**src/rtl/radix4_divider.sv**
```systemverilog
// Sequential unsigned radix-4 restoring divider: 2 quotient bits per cycle, WIDTH/2 iterations.
// Latency: WIDTH/2 cycles from accept to out_valid (one cycle for D==0 when DIV_ZERO_EARLY_EN is defined).
// Backpressure: result holds in DONE until out_ready; in_ready only while IDLE, so ops never overlap.
module radix4_divider #(
    parameter int WIDTH = 24
) (
    input  logic             clk,
    input  logic             rst,
    input  logic             in_valid,
    output logic             in_ready,
    input  logic [WIDTH-1:0] dividend,
    input  logic [WIDTH-1:0] divisor,
    output logic             out_valid,
    input  logic             out_ready,
    output logic [WIDTH-1:0] quotient,
    output logic [WIDTH-1:0] remainder,
    output logic             div_zero
);

    localparam int ITERS = WIDTH / 2;
    localparam int CW    = $clog2(ITERS + 1);
    localparam logic [CW-1:0] LAST_ITER = CW'(ITERS - 1);

    typedef enum logic [1:0] {
        IDLE = 2'd0,
        BUSY = 2'd1,
        DONE = 2'd2
    } state_t;

    state_t state, state_nxt;

    logic [WIDTH-1:0] n_shift;
    logic [WIDTH-1:0] d_reg;
    logic [WIDTH+1:0] d3_reg;
    logic [WIDTH-1:0] pr;
    logic [WIDTH-1:0] q_reg;
    logic [CW-1:0]    cnt;
    logic             dz_reg;

    logic [WIDTH+1:0] p_val;
    logic             ge1, ge2, ge3;
    logic [1:0]       q_dig;
    logic [WIDTH-1:0] qd_lo;
    logic [WIDTH-1:0] pr_nxt;
    logic             accept;

    assign in_ready  = (state == IDLE) & ~rst;
    assign accept    = in_valid & in_ready;
    assign out_valid = (state == DONE);
    assign quotient  = q_reg;
    assign remainder = pr;

`ifdef DIV_ZERO_EARLY_EN
    assign div_zero = dz_reg;
`else
    assign div_zero = 1'b0;
`endif

    // T_k = P - k*D is non-negative exactly when P >= k*D, so the trial
    // subtractions reduce to unsigned compares on zero-extended operands.
    always_comb begin
        p_val = {pr, n_shift[WIDTH-1 -: 2]};
        ge1   = ({1'b0, p_val} >= {3'b000, d_reg});
        ge2   = ({1'b0, p_val} >= {2'b00, d_reg, 1'b0});
        ge3   = ({1'b0, p_val} >= {1'b0, d3_reg});
        q_dig = 2'd0;
        qd_lo = '0;
        if (ge3) begin
            q_dig = 2'd3;
            qd_lo = d3_reg[WIDTH-1:0];
        end else if (ge2) begin
            q_dig = 2'd2;
            qd_lo = {d_reg[WIDTH-2:0], 1'b0};
        end else if (ge1) begin
            q_dig = 2'd1;
            qd_lo = d_reg;
        end
        // The true difference is < D, so the low WIDTH bits are exact.
        pr_nxt = p_val[WIDTH-1:0] - qd_lo;
    end

    always_ff @(posedge clk) begin
        if (rst) begin
            state <= IDLE;
        end else begin
            state <= state_nxt;
        end
    end

    always_comb begin
        state_nxt = state;
        case (state)
            IDLE: begin
                if (accept) begin
`ifdef DIV_ZERO_EARLY_EN
                    state_nxt = (divisor == '0) ? DONE : BUSY;
`else
                    state_nxt = BUSY;
`endif
                end
            end
            BUSY: begin
                if (cnt == LAST_ITER) begin
                    state_nxt = DONE;
                end
            end
            DONE: begin
                if (out_ready) begin
                    state_nxt = IDLE;
                end
            end
            default: state_nxt = IDLE;
        endcase
    end

    always_ff @(posedge clk) begin
        if (rst) begin
            n_shift <= '0;
            d_reg   <= '0;
            d3_reg  <= '0;
            pr      <= '0;
            q_reg   <= '0;
            cnt     <= '0;
            dz_reg  <= 1'b0;
        end else begin
            case (state)
                IDLE: begin
                    if (accept) begin
                        n_shift <= dividend;
                        d_reg   <= divisor;
                        d3_reg  <= {2'b00, divisor} + {1'b0, divisor, 1'b0};
                        pr      <= '0;
                        q_reg   <= '0;
                        cnt     <= '0;
`ifdef DIV_ZERO_EARLY_EN
                        if (divisor == '0) begin
                            q_reg  <= '1;
                            pr     <= dividend;
                            dz_reg <= 1'b1;
                        end
`endif
                    end
                end
                BUSY: begin
                    n_shift <= {n_shift[WIDTH-3:0], 2'b00};
                    q_reg   <= {q_reg[WIDTH-3:0], q_dig};
                    pr      <= pr_nxt;
                    cnt     <= cnt + 1'b1;
                end
                DONE: begin
                    if (out_ready) begin
                        dz_reg <= 1'b0;
                    end
                end
                default: ;
            endcase
        end
    end

endmodule
```
**config.mk**
```make
export PLATFORM = sky130hd
export DESIGN_NAME = radix4_divider
export DESIGN_NICKNAME = d
export VERILOG_FILES = /design/src/rtl/radix4_divider.sv
export SDC_FILE = /design/constraint.sdc
export NUM_CORES = 1
export LEC_CHECK = 0
export ABC_AREA = 0
export BUFFER_PORTS_ARGS = -buffer_cell sky130_fd_sc_hd__buf_2
export CORE_MARGIN = 2
export CORE_UTILIZATION = 35
export CTS_BUF_LIST = sky130_fd_sc_hd__clkbuf_4 sky130_fd_sc_hd__clkbuf_8
export DETAILED_ROUTE_END_ITERATION = 16
export HOLD_SLACK_MARGIN = 0.15
export PLACE_DENSITY = 0.51
export SYNTH_ARGS = -nofsm -noshare
export SYNTH_HDL_FRONTEND = slang
export SYNTH_SLANG_ARGS = --single-unit
```
**constraint.sdc**
```tcl
create_clock -name clk -period 5.2 [get_ports clk]
set_clock_uncertainty 0.05 [all_clocks]
set_input_delay 0.26 -clock clk [delete_from_list [all_inputs] [get_ports clk]]
set_output_delay 0.26 -clock clk [all_outputs]
set_load 0.02 [all_outputs]
```
==> results.json, run 1 <==
{
  "nFillCells": 2561,
  "cp.depth": 20,
  "placeableCoreArea_sq_um": 25180,
  "crit_slowest_cell": "dfxtp_1",
  "syn2layout_area_growth_pct": 20.79,
  "die_x_microns": 164.3,
  "ir_worst_vdd_v": 0.0002717,
  "netlist_instances": 1132,
  "netlist_area_sq_um": 8996,
  "arrival_ns": 5.17,
  "yosysWarnings": 0,
  "critPathLaunch": "remainder[1]$_SDFFE_PP0P_",
  "reg2regPathDepth": 20,
  "wire_per_inst_microns": 17.49,
  "rows": 58,
  "pin_count": 103,
  "min_path_type": "in -> reg",
  "final_antenna_net_count": 0,
  "syn_avg_cell_area_sq_um": 7.947,
  "startpoint_type": "register",
  "slew_violations": 0,
  "crit_fanout": 18,
  "fin_crit_sh": 0.9401,
  "hold_viol": 0,
  "slowest_delay_ns": 0.50,
  "reg2reg_to": "remainder[16]$_SDFFE_PP0P_",
  "async_reset_ff_frac": 0,
  "drt_pass1_iterations": 5,
  "cts-root-buf": "clkbuf_8",
  "cp-endpoint": "remainder[16]$_SDFFE_PP0P_",
  "diodes": 0,
  "final_cell_mix": "144 x nand2_1, 127 x a21oi_1, 127 x dfxtp_1",
  "crit_buf_inv": 2,
  "setup_tns_ns": 0,
  "drc_errors": 0,
  "finalNonFillerCells": 1611,
  "finalCriticalPeriod_ns": 4.888,
  "ys_seq_area_frac": 0.2826,
  "dpl.cell_count": 1528,
  "nNetsFinal": 1444,
  "via_per_inst": 5.328,
  "hpwlAfterDp_mm": 20.32,
  "max-slew-margin-rel": 0.4248,
  "htreeDepth": 4,
  "antenna_found_initial": 0,
  "r2r_slack_ns": 0.31,
  "cts_buffers": 17,
  "p_leak_nw": 4.669,
  "synth_top_area_share": 0.2826,
  "routed_wl_mm": 28.18,
  "critPathTopFamily": "compound AO/OA/AOI/OAI gates",
  "largest_register_ffs": 25,
  "path_class": "reg -> reg",
  "finalSetupViolations": 0,
  "syn_nets": 1308,
  "preCtsSetupSlack_ns": -0.1284,
  "required_ns": 5.49,
  "grt_use_total": 0.2137,
  "yosysUniqueCellTypes": 76,
  "cts_tree": "done",
  "dieHeight_microns": 164.3,
  "synth_largest_area_cell": "dfxtp_1",
  "grt_max_degree": 79,
  "gp_congestion": 0.8486,
  "drive_gt1_frac": 0.1522,
  "max_freq_mhz": 204.6,
  "maxCapViolations": 0,
  "seq_area_sq_um": 2542,
  "timing.final.ws_setup_ns": 0.3116,
  "first_global_vias": 8366,
  "grt_first_pass_wirelength_mm": 45.22,
  "worstReg2RegStart": "remainder[1]$_SDFFE_PP0P_",
  "mostFrequentLayoutCell": "nand2_1",
  "vias": 8584,
  "clockBufferDepth": 2,
  "grt-ovfl-total": 0,
  "fin_util": 0.4315,
  "endpoint_kind": "register",
  "path_clk_slew_ns": 0.09,
  "tightest_slew_ns": 0.8609,
  "status": "finished clean",
  "power_density_nw_per_um2": 509.9,
  "die_area_sq_um": 27000,
  "synthTopCellsByArea": "dfxtp_1 28%, ha_1 17%, a21oi_1 7.2%",
  "multiInputGateArea_sq_um": 5992,
  "crit_chain": "ha_1 -> a211oi_1 -> nor2_1 -> o31ai_2 -> a21oi_1 -> o311ai_2 -> and2_1 -> buf_4 -> o21ai_0 -> fa_1 -> a21o_1 -> a21oi_2 -> o21ai_1 -> a21oi_2 -> o41ai_4 -> buf_4 -> a21o_1 -> a21oi_1 -> xnor2_1 -> a22o_1",
  "clk_latency_ns": 0.45,
  "ys_ff_latch": 127,
  "power_mw": 5.541,
  "portBuffers": 101,
  "synthFlopType": "dfxtp_1",
  "synth_edf_count": 0,
  "start_util": 0.3572,
  "drt_iter0_markers": 613,
  "clock_sinks": 127
}
kinds of logic after synthesis:
kind of cell               Yosys count  synth area share
AOI/OAI and AO/OA                  375            0.2750
xor gates and xnor gates            29           0.02823
adders and majority gates          124            0.1741
buffers and inverters              137           0.05869
DFF                                127            0.2826
muxes                                2          0.002225
other                                1         0.0004168
and+or+nand+nor                    337            0.1787
report_power, final:
part	switching [mW]	internal, mW	leakage [nW]
clock network	0.465	0.462	0.208
logic	2.02	1.40	3.42
registers	0.123	1.08	1.04
cell usage after synthesis (3+ instances only):
library cell / number
xnor2_1: 18
xor2_1: 11
a311oi_1: 3
buf_2: 7
o311ai_0: 12
and3_1: 5
o22ai_1: 3
nand2b_1: 5
o21ai_0: 54
buf_1: 9
inv_1: 77
nor2_1: 42
ha_1: 122
o311ai_1: 12
or2_2: 5
nor2b_1: 10
o21bai_1: 6
o21ai_1: 8
a21oi_1: 129
clkbuf_1: 42
a211oi_1: 5
nor4_1: 3
and2_1: 4
nand2_1: 145
o211ai_1: 3
a21o_1: 29
nor3_1: 18
nand3b_1: 6
dfxtp_1: 127
a22oi_1: 22
nand3_1: 58
o31ai_1: 32
a31oi_1: 7
nor3b_1: 3
a22o_1: 3
or3_1: 16
nand4_1: 8
o21a_1: 15
cell type report:
cell class / instances / share of cell area
flip-flops and latches: 127 / 0.2340
clock inverters: 13 / 0.01393
inverters: 77 / 0.02694
clock buffers: 19 / 0.02406
multi-input cells: 868 / 0.5514
repair buffers: 177 / 0.1117
well taps: 330 / 0.03800
layer usage:
layer	track usage	wire, microns
met5	0	0
met4	0.05742	437
met3	0.03283	900
met2	0.3692	13830
met1	0.2761	13010
through the flow:
step	hold WS, ns	area, sq um
4_1_cts	0.2393	10800
6_report	0.2542	10870
3_5_place_dp	0.3972	9893
2_1_floorplan	0.3090	8996
3_3_place_gp	0.3921	9893
5_1_grt	0.2501	10870
how the worst min path moves through the flow:
stage	slack, ns	to	cells past startpoint	from
final	0.25	remainder[5]$_SDFFE_PP0P_	2	rst
after global routing	0.25	remainder[5]$_SDFFE_PP0P_	2	rst
after CTS	0.24	remainder[5]$_SDFFE_PP0P_	2	rst
after detailed placement	0.40	n_shift[10]$_SDFFE_PP0P_	2	n_shift[10]$_SDFFE_PP0P_
after global placement	0.39	n_shift[12]$_SDFFE_PP0P_	2	n_shift[12]$_SDFFE_PP0P_
after floorplan	0.31	d_reg[0]$_SDFFE_PP0P_	2	divisor[0]
repair_timing:
item / 4_1_cts / 5_1_grt
endpoints found under the setup margin: 5 / 15
gates resized for setup: 4 / 12
setup buffers: 0 / 2
hold buffers: 49 / 0
pin swaps: 0 / 1
hold endpoints to repair: 50 / 0
No activity file was read; power rests on OpenSTA's default activity.
==> run 2: changes to the inputs <==
PLACE_DENSITY = not set   (was 0.51)
==> run 2 against run 1 <==
Compared with the run above:
- first-iteration DRC count fell by 0.65%
- routed wire length fell by 4.7%
- critical path depth rose by 3
- sequential power barely moved
- clock power rose by 8%
- critical path type unchanged
- largest cell class unchanged
- combinational power rose by 3%
- worst hold slack got worse by 0.049 ns
==> results.json, run 2 (synthesis results as in run 1) <==
{
  "max_freq_mhz": 202.1,
  "p_comb_frac": 0.616,
  "min_path_type": "in -> reg",
  "grt_max_degree": 80,
  "largest_register_ffs": 25,
  "clockBufferDepth": 2,
  "pin_count": 103,
  "status": "finished clean",
  "cts-root-buf": "clkbuf_8",
  "arrival_ns": 5.25,
  "preCtsSetupSlack_ns": -0.05479,
  "syn2layout_area_growth_pct": 22.24,
  "routed_wl_mm": 26.86,
  "slew_violations": 0,
  "nFillCells": 2529,
  "grt-ovfl-total": 0,
  "seq_power_share": 0.207,
  "first_global_vias": 8090,
  "timing.final.ws_setup_ns": 0.2518,
  "hold_viol": 0,
  "fin_crit_sh": 0.9516,
  "finalCriticalPeriod_ns": 4.948,
  "power_density_nw_per_um2": 517.9,
  "required_ns": 5.50,
  "start_util": 0.3572,
  "antenna_found_initial": 0,
  "drc_errors": 0,
  "clkPwrFrac": 0.176,
  "switchingPower_mw": 2.578,
  "ir_worst_vdd_v": 0.0002535,
  "final_cell_mix": "144 x nand2_1, 127 x a21oi_1, 126 x dfxtp_1",
  "finalSetupViolations": 0,
  "gp_congestion": 0.8531,
  "portBuffers": 101,
  "endpoint_kind": "register",
  "placeableCoreArea_sq_um": 25180,
  "startpoint_type": "register",
  "die_area_sq_um": 27000,
  "path_clk_slew_ns": 0.08,
  "multiInputGateArea_sq_um": 5982,
  "via_per_inst": 5.338,
  "drive_gt1_frac": 0.1598,
  "clk_latency_ns": 0.47,
  "fin_util": 0.4367,
  "swShare": 0.4527,
  "clock_sinks": 127,
  "max-slew-margin-rel": 0.4190,
  "wire_per_inst_microns": 16.53,
  "tightest_slew_ns": 0.8715,
  "mostFrequentLayoutCell": "nand2_1",
  "dieHeight_microns": 164.3,
  "final_antenna_net_count": 0,
  "die_x_microns": 164.3,
  "crit_fanout": 3,
  "worstReg2RegStart": "n_shift[22]$_SDFFE_PP0P_",
  "cts_buffers": 17,
  "vias": 8675,
  "p_leak_nw": 4.747,
  "grt_use_total": 0.1991,
  "drt_pass1_iterations": 8,
  "cts_tree": "done",
  "seq_area_sq_um": 2544,
  "hp-start": "in_valid",
  "nNetsFinal": 1458,
  "drt_iter0_markers": 609,
  "grt_first_pass_wirelength_mm": 42.32,
  "rows": 58,
  "maxCapViolations": 0,
  "diodes": 0,
  "critPathLaunch": "n_shift[22]$_SDFFE_PP0P_",
  "internal_power_mw": 3.117,
  "hpwlAfterDp_mm": 19.44,
  "htreeDepth": 4,
  "path_class": "reg -> reg"
}
==> run 2: what timing repair did <==
item                                    4_1_cts  5_1_grt
pin swaps                                     0        2
hold buffers                                 49        0
resized for setup                             4       14
hold endpoints to repair                     50        0
buffers inserted                              0        9
endpoints found under the setup margin        3       14
==> run 2: per-layer routing <==
layer,vias up,wire length [microns],global-route usage
li1,4418,-,-
met1,4034,12280,0.2574
met2,186,12760,0.3321
met3,37,1147,0.03914
met4,0,665,0.06459
met5,-,0,0
==> run 2: final cells by class <==
class | count | area share
Inverter | 77 | 0.02662
Tap cell | 330 | 0.03755
Multi-Input combinational cell | 868 | 0.5440
Clock inverter | 12 | 0.01661
Sequential cell | 127 | 0.2313
Timing Repair Buffer | 191 | 0.1195
Clock buffer | 20 | 0.02446
==> run 2: path summary, 6_finish.rpt <==
check	cells after the start	slack, ns	to
worst max-delay path	23	0.25	remainder[22]$_SDFFE_PP0P_
worst min-delay path	3	0.20	state[0]$_SDFFE_PP0P_
worst max register to register	23	0.25	remainder[22]$_SDFFE_PP0P_
worst min register to register	2	0.41	n_shift[19]$_SDFFE_PP0P_
==> run 2: through the flow <==
| step | TNS [ns] | std cells | instance area (sq um) | hold slack [ns] | power, mW |
|---|---|---|---|---|---|
| after detailed placement | -0.06364 | 1535 | 9933 | 0.3964 | 4.469 |
| final | 0 | 1625 | 11000 | 0.2048 | 5.695 |
| after CTS | 0 | 1616 | 10890 | 0.2060 | 5.537 |
| after floorplan | 0 | 1132 | 8996 | 0.3090 | 3.590 |
| after global routing | -0.02957 | 1625 | 11000 | 0.2303 | 6.142 |
| after global placement | -0.1122 | 1535 | 9933 | 0.3916 | 4.457 |
==> run 2: worst max-delay path, cell delays in order, from the launching register on <==
cell,delay [ns]
dfxtp_1,0.34
inv_1,0.06
ha_1,0.28
nand2b_4,0.14
a21oi_1,0.22
nor2_1,0.09
o31ai_2,0.31
a21oi_1,0.16
o311ai_2,0.34
and2_1,0.26
a21boi_1,0.33
nor2b_1,0.09
ha_1,0.21
inv_1,0.07
fa_1,0.21
a21o_1,0.15
a21oi_2,0.07
o21ai_1,0.16
a21oi_2,0.10
o41ai_4,0.43
a211oi_2,0.16
o211ai_1,0.26
nor2_1,0.08
a221o_1,0.25
==> run 2: power groups by stage <==
stage	sequential (mW)	combinational [mW]	clock [mW]
after detailed placement	1.20	3.27	0
after global routing	1.19	3.89	1.06
after global placement	1.20	3.26	0
after CTS	1.18	3.34	1.02
final	1.18	3.51	1.00
after floorplan	1.24	2.35	0
